<file path="config.mk">
export PLATFORM = sky130hd
export DESIGN_NAME = detector_tx
export DESIGN_NICKNAME = d
export VERILOG_FILES = /design/src/rtl/detector_tx.sv
export SDC_FILE = /design/constraint.sdc
export NUM_CORES = 1
export LEC_CHECK = 0
export CORE_MARGIN = 5
export CORE_UTILIZATION = 35
export CTS_CLUSTER_DIAMETER = 50
export CTS_CLUSTER_SIZE = 20
export DETAILED_ROUTE_END_ITERATION = 7
export GPL_ROUTABILITY_DRIVEN = 0
export PLACE_DENSITY_LB_ADDON = 0.3
export SLEW_MARGIN = 20
export SYNTH_ARGS = -nofsm -noshare
export SYNTH_HDL_FRONTEND = slang
export SYNTH_SLANG_ARGS = --single-unit
</file>
<file path="constraint.sdc">
create_clock -name clk -period 3 [get_ports clk]
set_input_delay 0.6 -clock clk [delete_from_list [all_inputs] [get_ports clk]]
set_output_delay 0.6 -clock clk [all_outputs]
set_load 0.01 [all_outputs]
</file>
<file path="src/rtl/detector_tx.sv">
// detector_tx: serializer for one detector link lane.
// Words enter through a valid/ready FIFO and leave as start bit (1),
// 12 data bits MSB first and a stop bit (0) on a registered, idle-low line,
// followed by cmd_gap idle cycles.
// Optional feature macro: DETECTOR_TX_PARITY_EN adds an even-parity bit
// between the last data bit and the stop bit.
module detector_tx #(
  parameter int P_FIFO_DEPTH = 4,
  parameter int P_FIFO_AW    = 2
) (
  input  logic                 clk,
  input  logic                 rst_n,
  input  logic                 en,
  input  logic [7:0]           cmd_gap,
  input  logic [11:0]          in_data,
  input  logic                 in_valid,
  output logic                 in_ready,
  output logic                 tx,
  output logic                 busy,
  output logic [P_FIFO_AW:0]   fifo_level,
  output logic [15:0]          tx_cnt
);

  localparam logic [P_FIFO_AW:0] LP_FULL = (P_FIFO_AW + 1)'(P_FIFO_DEPTH);

  typedef enum logic [2:0] {
    S_IDLE,
    S_START,
    S_DATA,
    S_PAR,
    S_STOP,
    S_GAP
  } state_t;

  state_t                 r_state, w_state_nxt;
  logic [11:0]            r_mem [P_FIFO_DEPTH];
  logic [P_FIFO_AW-1:0]   r_wr_ptr, r_rd_ptr;
  logic [P_FIFO_AW:0]     r_level, w_level_nxt;
  logic                   r_full;
  logic [11:0]            r_sr, w_sr_nxt;
  logic [3:0]             r_bit, w_bit_nxt;
  logic [3:0]             w_bit_dec;
  logic [7:0]             r_gap, w_gap_nxt;
  logic                   r_tx, w_tx_nxt;
  logic [15:0]            r_cnt, w_cnt_nxt;
  logic                   w_push, w_pop, w_empty, w_launch, w_in_ready;

  // in_ready looks only at the registered full flag; held low during reset
  assign w_in_ready = rst_n & ~r_full;
  assign w_push     = in_valid & w_in_ready;
  assign w_empty    = (r_level == '0);
  assign w_launch   = en & ~w_empty;
  assign w_bit_dec  = r_bit - 4'd1;

  assign in_ready   = w_in_ready;
  assign tx         = r_tx;
  assign busy       = (r_state != S_IDLE);
  assign fifo_level = r_level;
  assign tx_cnt     = r_cnt;

  // Frame sequencing: next state, shift register, counters, next tx value
  always_comb begin
    w_state_nxt = r_state;
    w_sr_nxt    = r_sr;
    w_bit_nxt   = r_bit;
    w_gap_nxt   = r_gap;
    w_tx_nxt    = r_tx;
    w_cnt_nxt   = r_cnt;
    w_pop       = 1'b0;
    case (r_state)
      S_IDLE: begin
        w_tx_nxt = 1'b0;
        if (w_launch) begin
          w_pop       = 1'b1;
          w_sr_nxt    = r_mem[r_rd_ptr];
          w_tx_nxt    = 1'b1;
          w_state_nxt = S_START;
        end
      end
      S_START: begin
        w_tx_nxt    = r_sr[11];
        w_bit_nxt   = 4'd11;
        w_state_nxt = S_DATA;
      end
      S_DATA: begin
        if (r_bit == 4'd0) begin
`ifdef DETECTOR_TX_PARITY_EN
          w_tx_nxt    = ^r_sr;
          w_state_nxt = S_PAR;
`else
          w_tx_nxt    = 1'b0;
          w_state_nxt = S_STOP;
`endif
        end else begin
          w_tx_nxt  = r_sr[w_bit_dec];
          w_bit_nxt = w_bit_dec;
        end
      end
`ifdef DETECTOR_TX_PARITY_EN
      S_PAR: begin
        w_tx_nxt    = 1'b0;
        w_state_nxt = S_STOP;
      end
`endif
      S_STOP: begin
        w_cnt_nxt = r_cnt + 16'd1;
        if (cmd_gap != 8'd0) begin
          w_tx_nxt    = 1'b0;
          w_gap_nxt   = cmd_gap;
          w_state_nxt = S_GAP;
        end else if (w_launch) begin
          w_pop       = 1'b1;
          w_sr_nxt    = r_mem[r_rd_ptr];
          w_tx_nxt    = 1'b1;
          w_state_nxt = S_START;
        end else begin
          w_tx_nxt    = 1'b0;
          w_state_nxt = S_IDLE;
        end
      end
      S_GAP: begin
        w_tx_nxt = 1'b0;
        if (r_gap == 8'd1) begin
          if (w_launch) begin
            w_pop       = 1'b1;
            w_sr_nxt    = r_mem[r_rd_ptr];
            w_tx_nxt    = 1'b1;
            w_state_nxt = S_START;
          end else begin
            w_state_nxt = S_IDLE;
          end
        end else begin
          w_gap_nxt = r_gap - 8'd1;
        end
      end
      default: begin
        w_tx_nxt    = 1'b0;
        w_state_nxt = S_IDLE;
      end
    endcase
  end

  // FIFO occupancy update for push/pop combinations
  always_comb begin
    w_level_nxt = r_level;
    case ({w_push, w_pop})
      2'b10:   w_level_nxt = r_level + 1'b1;
      2'b01:   w_level_nxt = r_level - 1'b1;
      default: w_level_nxt = r_level;
    endcase
  end

  // State, datapath and FIFO pointer registers
  always_ff @(posedge clk or negedge rst_n) begin
    if (!rst_n) begin
      r_state  <= S_IDLE;
      r_sr     <= '0;
      r_bit    <= '0;
      r_gap    <= '0;
      r_tx     <= 1'b0;
      r_cnt    <= '0;
      r_wr_ptr <= '0;
      r_rd_ptr <= '0;
      r_level  <= '0;
      r_full   <= 1'b0;
    end else begin
      r_state <= w_state_nxt;
      r_sr    <= w_sr_nxt;
      r_bit   <= w_bit_nxt;
      r_gap   <= w_gap_nxt;
      r_tx    <= w_tx_nxt;
      r_cnt   <= w_cnt_nxt;
      r_level <= w_level_nxt;
      r_full  <= (w_level_nxt == LP_FULL);
      if (w_push) r_wr_ptr <= r_wr_ptr + 1'b1;
      if (w_pop)  r_rd_ptr <= r_rd_ptr + 1'b1;
    end
  end

  // FIFO storage; contents need no reset since pointers define validity
  always_ff @(posedge clk) begin
    if (w_push) r_mem[r_wr_ptr] <= in_data;
  end

endmodule

</file>
---- After elaboration in Yosys (flattened, before gate mapping) ----
Memory sizes are Yosys's and may differ from the RTL's.
Cells that the tools add are included.
storage, ports and cells
  flip-flop bits (word level) ............. 52
  RAM bits ................................ 48
  bits of input ports ..................... 24
  output and inout bits ................... 22
  logic and storage cells ................. 77
  memories ................................ 1
memories
  name   words  bits a word  rd ports  clocked after memory_dff  write ports  line  text
  r_mem  4      12           1         0                         1            36    logic [11:0] r_mem [P_FIFO_DEPTH];
operators by class
  $add $sub $neg .......................... 7
  order comparisons ....................... 1
  equal/unequal tests ..................... 15
  multiplexer cells ....................... 26
  bitwise gates (word level) .............. 5
  reductions and logical operators ........ 12
operators by type and width
  kind                   number
  $mux 12                3
  $pmux 12 s3            1
  $add 16x1->16 const B  1
  $mux 8                 2
  $pmux 8 s2             1
  $pmux 3 s5             1
  $ne 2x2->1 const B     7
  $mux 3                 4
  $eq 3x3->1 const B     3
  $reduce_and 3->1       3
  $eq 8x1->1 const B     1
  $mux 1                 8
  $pmux 4 s2             1
  $reduce_bool 8->1      1
  $sub 8x1->8 const B    1
  $logic_not 3->1        2
  $pmux 3 s2             1
  $reduce_bool 3->1      2
  $lt 4x5->1 const B     1
  $pmux 1 s5             1
  $add 2x1->2 const B    2
  $bmux 1 s4             1
  $logic_not 4->1        1
  $mux 4                 1
  other kinds (12)       16

---- Longest topological paths before layout ----
  word-level depth ........................ 9
  gate-level depth with buffers ........... 12
  mapped depth without buffers ............ 11

---- Worst setup path before layout ----
Ideal clock, no wire load.
  path kind ............................... input-to-reg
  start ................................... in cmd_gap[4]
  end ..................................... reg r_full
  setup time .............................. 88 ps
  arrival ................................. 2970 ps
  data required time ...................... 2912 ps
  slack ................................... -58 ps
  cell stages on the path ................. 11
  buffers on the path ..................... 1
  cells stage by stage .................... nor4_1 -> a211oi_1 -> a2111oi_4 -> buf_6 -> ha_1 -> inv_1 -> fa_1 -> xor2_1 -> nor2_1 -> xor2_1 -> nor3b_1
on the way
  cells in the longest elaborated chain, start to end .. 6
  elaborated cells between the ends (all ways) .. 7
  those cells by class .................... eq/ne (3); mux (3); reduce/logical (1)
RTL lines
  what                                      line  text
  start: declaration                        14    input logic [7:0] cmd_gap,
  $reduce_bool 8->1 (*)                     107   if (cmd_gap != 8'd0) begin
  $mux 1 (*)                                107
  $pmux 1 s3 (*)                            70    case (r_state)
  net w_pop                                 46    logic w_push, w_pop, w_empty, w_launch, w_in_ready;
  $eq 2x1->1 or $eq 2x2->1 (tied branches)  146   case ({w_push, w_pop})
  $pmux 3 s2 (*)                            146
  net w_level_nxt[2]                        38    logic [P_FIFO_AW:0] r_level, w_level_nxt;
  $eq 3x3->1 (*)                            174   r_full <= (w_level_nxt == LP_FULL);
  end signal: assignment                    174
  end: declaration                          39    logic r_full;
The timed path passes the listed nets; every way through them passes the cells marked *.
A chain may end at the register's enable or synchronous reset.

---- Worst setup path in the final report ----
  start ................................... in cmd_gap[2]
  end ..................................... reg r_full
on the way
  cells in the longest elaborated chain, start to end .. 6
  elaborated cells between the ends (all ways) .. 7
  those cells by class .................... eq/ne (3); mux (3); reduce/logical (1)
RTL lines
  what                                      line
  $reduce_bool 8->1 (*)                     107
  $mux 1 (*)                                107
  $pmux 1 s3 (*)                            70
  $eq 2x1->1 or $eq 2x2->1 (tied branches)  146
  $pmux 3 s2 (*)                            146
  net w_level_nxt[2]                        38
  $eq 3x3->1 (*)                            174
Marked as above.

==> metrics.txt <==
outcome completed; area occupied by multi-input gates 0.00163 mm^2; Worst path slowest cell clkdlybuf4s50_1; initial antenna violation count 0; fmax 353 MHz; # setup viols final 0; post-route clock period utilization 94.5%; Reg clk slew, reported paths 0.07 ns; Longest Clk Path Bufs 2; min-delay worst type in -> async; via/cell ratio 4.81; Mapped Cells 310; Critical Path AT 3.10 ns; Critical path origin cmd_gap[2]; WP depth 12; CP endpoint r_full; final instance area 0.00547 mm^2; post-synthesis sequential area ratio 61.9%; clock insertion delay at the later pin of the skew report 0.34 ns; Syn-to-layout area delta 23.5%; CP Capture Type flip-flop; max_cap viols 0; CP Cell Sequence clkdlybuf4s50_1 > nor4_2 > buf_4 > a211oi_2 > a2111oi_4 > ha_2 > inv_1 > fa_2 > xor2_1 > nor2_1 > xor2_1 > nor3b_2; Die ar. 0.0150 mm^2; Slowest Stage Delay on Critical Path 0.44 ns; Synthesis Warnings 0; post-DP HPWL 5540 um; Compound-Gate Fraction of Synth Area 6.72%; total leakage power 2.14 nW; Worst EP required 3.26 ns; total CTS buffers 9; Main synth FF type dfrtp_1; drt first-iter violations 159; Mapped Area 0.00443 mm^2; I/O Pins 46; Simple-Gate Fraction of Synth Area 9.71%; row cnt 41; Setup CP Type in -> reg; CTS tree done; htree depth 3; Die Ht 123 um; power per cell area 897 mW/mm^2; first-pass GRT wire length 13,600 um; syn avg cell area 14.3 um^2; nets 402; most frequent cells in the layout dfrtp_1, edfxtp_1, clkdlybuf4s50_1; Synth area leaders edfxtp_1, dfrtp_1, mux4_2; FF+latch count, synth 100; xor and xnor area share after synthesis 4.71%; Total GRT Usage 11.6%; r2r worst-path depth 10; largest family of logic cells by synthesized area multiplexers; Final Core Density 43.7%; # diodes 0; Initial Util 35.4%; largest net degree at the start of global routing 53; post-synthesis adder-cell area fraction 3.27%; fin crit period 2.84 ns; Filler Cell Count 1,177; setup ws final 0.164 ns; FF+latch area 0.00274 mm^2; via count 2,616; Final Hold Viols 0; synthesized net count 345; Routed wire per std cell 14.9 um; maximum fanout along the worst path 2; layout cell share with drive strength beyond 1 17.7%; antenna-violating nets left 0; Post-Place Cell Area 0.00511 mm^2; worst slew pin tran 0.671 ns; Layout Skew 0.00779 ns; Synth area leader edfxtp_1; worst reg2reg endpoint r_full; most common cell after layout, fill and taps aside dfrtp_1; Critical Path Source Type input pin; Worst VDD drop 0.418 mV; async set-reset flop share out of synthesis 52.0%; count of pins over their slew limit 0; clk sinks 100; mux cell area share after synthesis 11.6%; Root Buffer clkbuf_16; CP top delay family buffers and inverters; TritonRoute pass-1 iters 4; Max-slew headroom 55.3%; Residual DRC 0; port bufs 45; DP Worst Slack -0.365 ns; most frequent CP cell xor2_1; CORE AREA 0.0125 mm^2; Synth top area share 32.5%; number of synthesized flops with an enable pin 48; Reg-to-Reg Start r_gap[5]; Netlist cell types 50; total power 4.91 mW; register-to-register setup slack 0.33 ns; Post-CTS Hold Buffers 0; drt total wl 8100 um; Die Wd 123 um; Buf+Inv Stages, Crit Path 3; Overflow after GRT 0; vias in the first global route 2,670
[routing by layer]
layer | part of all wire (%) | track usage [%] | wire length (um)
met1 | 49 | 15.6 | 3960
met2 | 46 | 18.3 | 3760
met3 | 3.9 | 3.55 | 317
met4 | 0.78 | 3.57 | 63
met5 | 0 | 0 | 0
[logic make-up after synthesis]
group | Yosys count
XOR/XNOR | 23
flip-flops | 100
adder cells (fa/ha/maj) | 11
AO/OA/AOI/OAI | 45
multiplexers | 30
AND/OR/NAND/NOR | 79
buffers and inverters | 22
[metrics by stage]
step	std cells	setup TNS (ns)	hold WS (ns)
2_1_floorplan	310	0	0.304
3_3_place_gp	526	-0.233	0.461
3_5_place_dp	526	-0.564	0.473
4_1_cts	542	0	0.419
5_1_grt	544	-0.0158	0.460
6_report	544	0	0.389
[cell usage after synthesis, types with 5 or more instances]
cell type	number
o21ai_0	20
mux4_2	14
edfxtp_1	48
mux2_4	6
nor3_1	7
nand3_1	6
nor2_1	16
mux2_2	7
dfrtp_1	52
inv_1	12
clkbuf_1	7
nand2_1	18
and3_1	5
xnor2_1	12
a21oi_1	7
ha_1	10
xor2_1	10
[what timing repair did]
item	in CTS	in global routing
setup endpoints to repair	1	1
gates cloned	0	0
pin swaps	0	7
setup buffers	0	2
gates resized for setup	1	10
[state kept, by name (all words and copies together), names as in the netlist]
signal and flops:
r_rd_ptr 2, r_bit 4, r_full 1, r_mem 48, r_gap 8, tx_cnt 16
r_state 3, tx 1, r_wr_ptr 2, fifo_level 3, r_sr 12
[power by group]
group          leakage, nW  internal, mW  switching [mW]
Sequential            1.09          1.78           0.334
Clock                0.141         0.652           0.505
Combinational        0.914         0.898           0.742
Total                 2.14          3.33            1.58
[layout make-up]
cell class                      instances  share of cell area [%]
Clock inverter                          7                    1.37
Tap cell                              172                    3.93
Clock buffer                            9                    4.11
Sequential cell                       100                    50.1
Multi-Input combinational cell        188                    29.8
Timing Repair Buffer                   56                    9.83
Inverter                               12                   0.823
[how the worst min path moves through the flow]
stage                     startpoint             to  slack [ns]  cells after the start
after global placement    tx_cnt[15]     tx_cnt[15]        0.46                      1
after detailed placement  tx_cnt[15]     tx_cnt[15]        0.47                      1
after global routing           rst_n  fifo_level[0]        0.46                      2
after CTS                      rst_n  fifo_level[0]        0.42                      2
after floorplan                rst_n  fifo_level[0]        0.30                      0
final                          rst_n  fifo_level[0]        0.39                      2
[worst register-to-register path, stage by stage, from the launching register on]
cell and delay, ns:
dfrtp_1 0.45, nor4_4 0.35, nand4_2 0.16, a2111oi_4 0.42, ha_2 0.24, inv_1 0.05, fa_2 0.33, xor2_1 0.14
nor2_1 0.12, xor2_1 0.17, nor3b_2 0.18
Power figures use the tool's default switching activity.
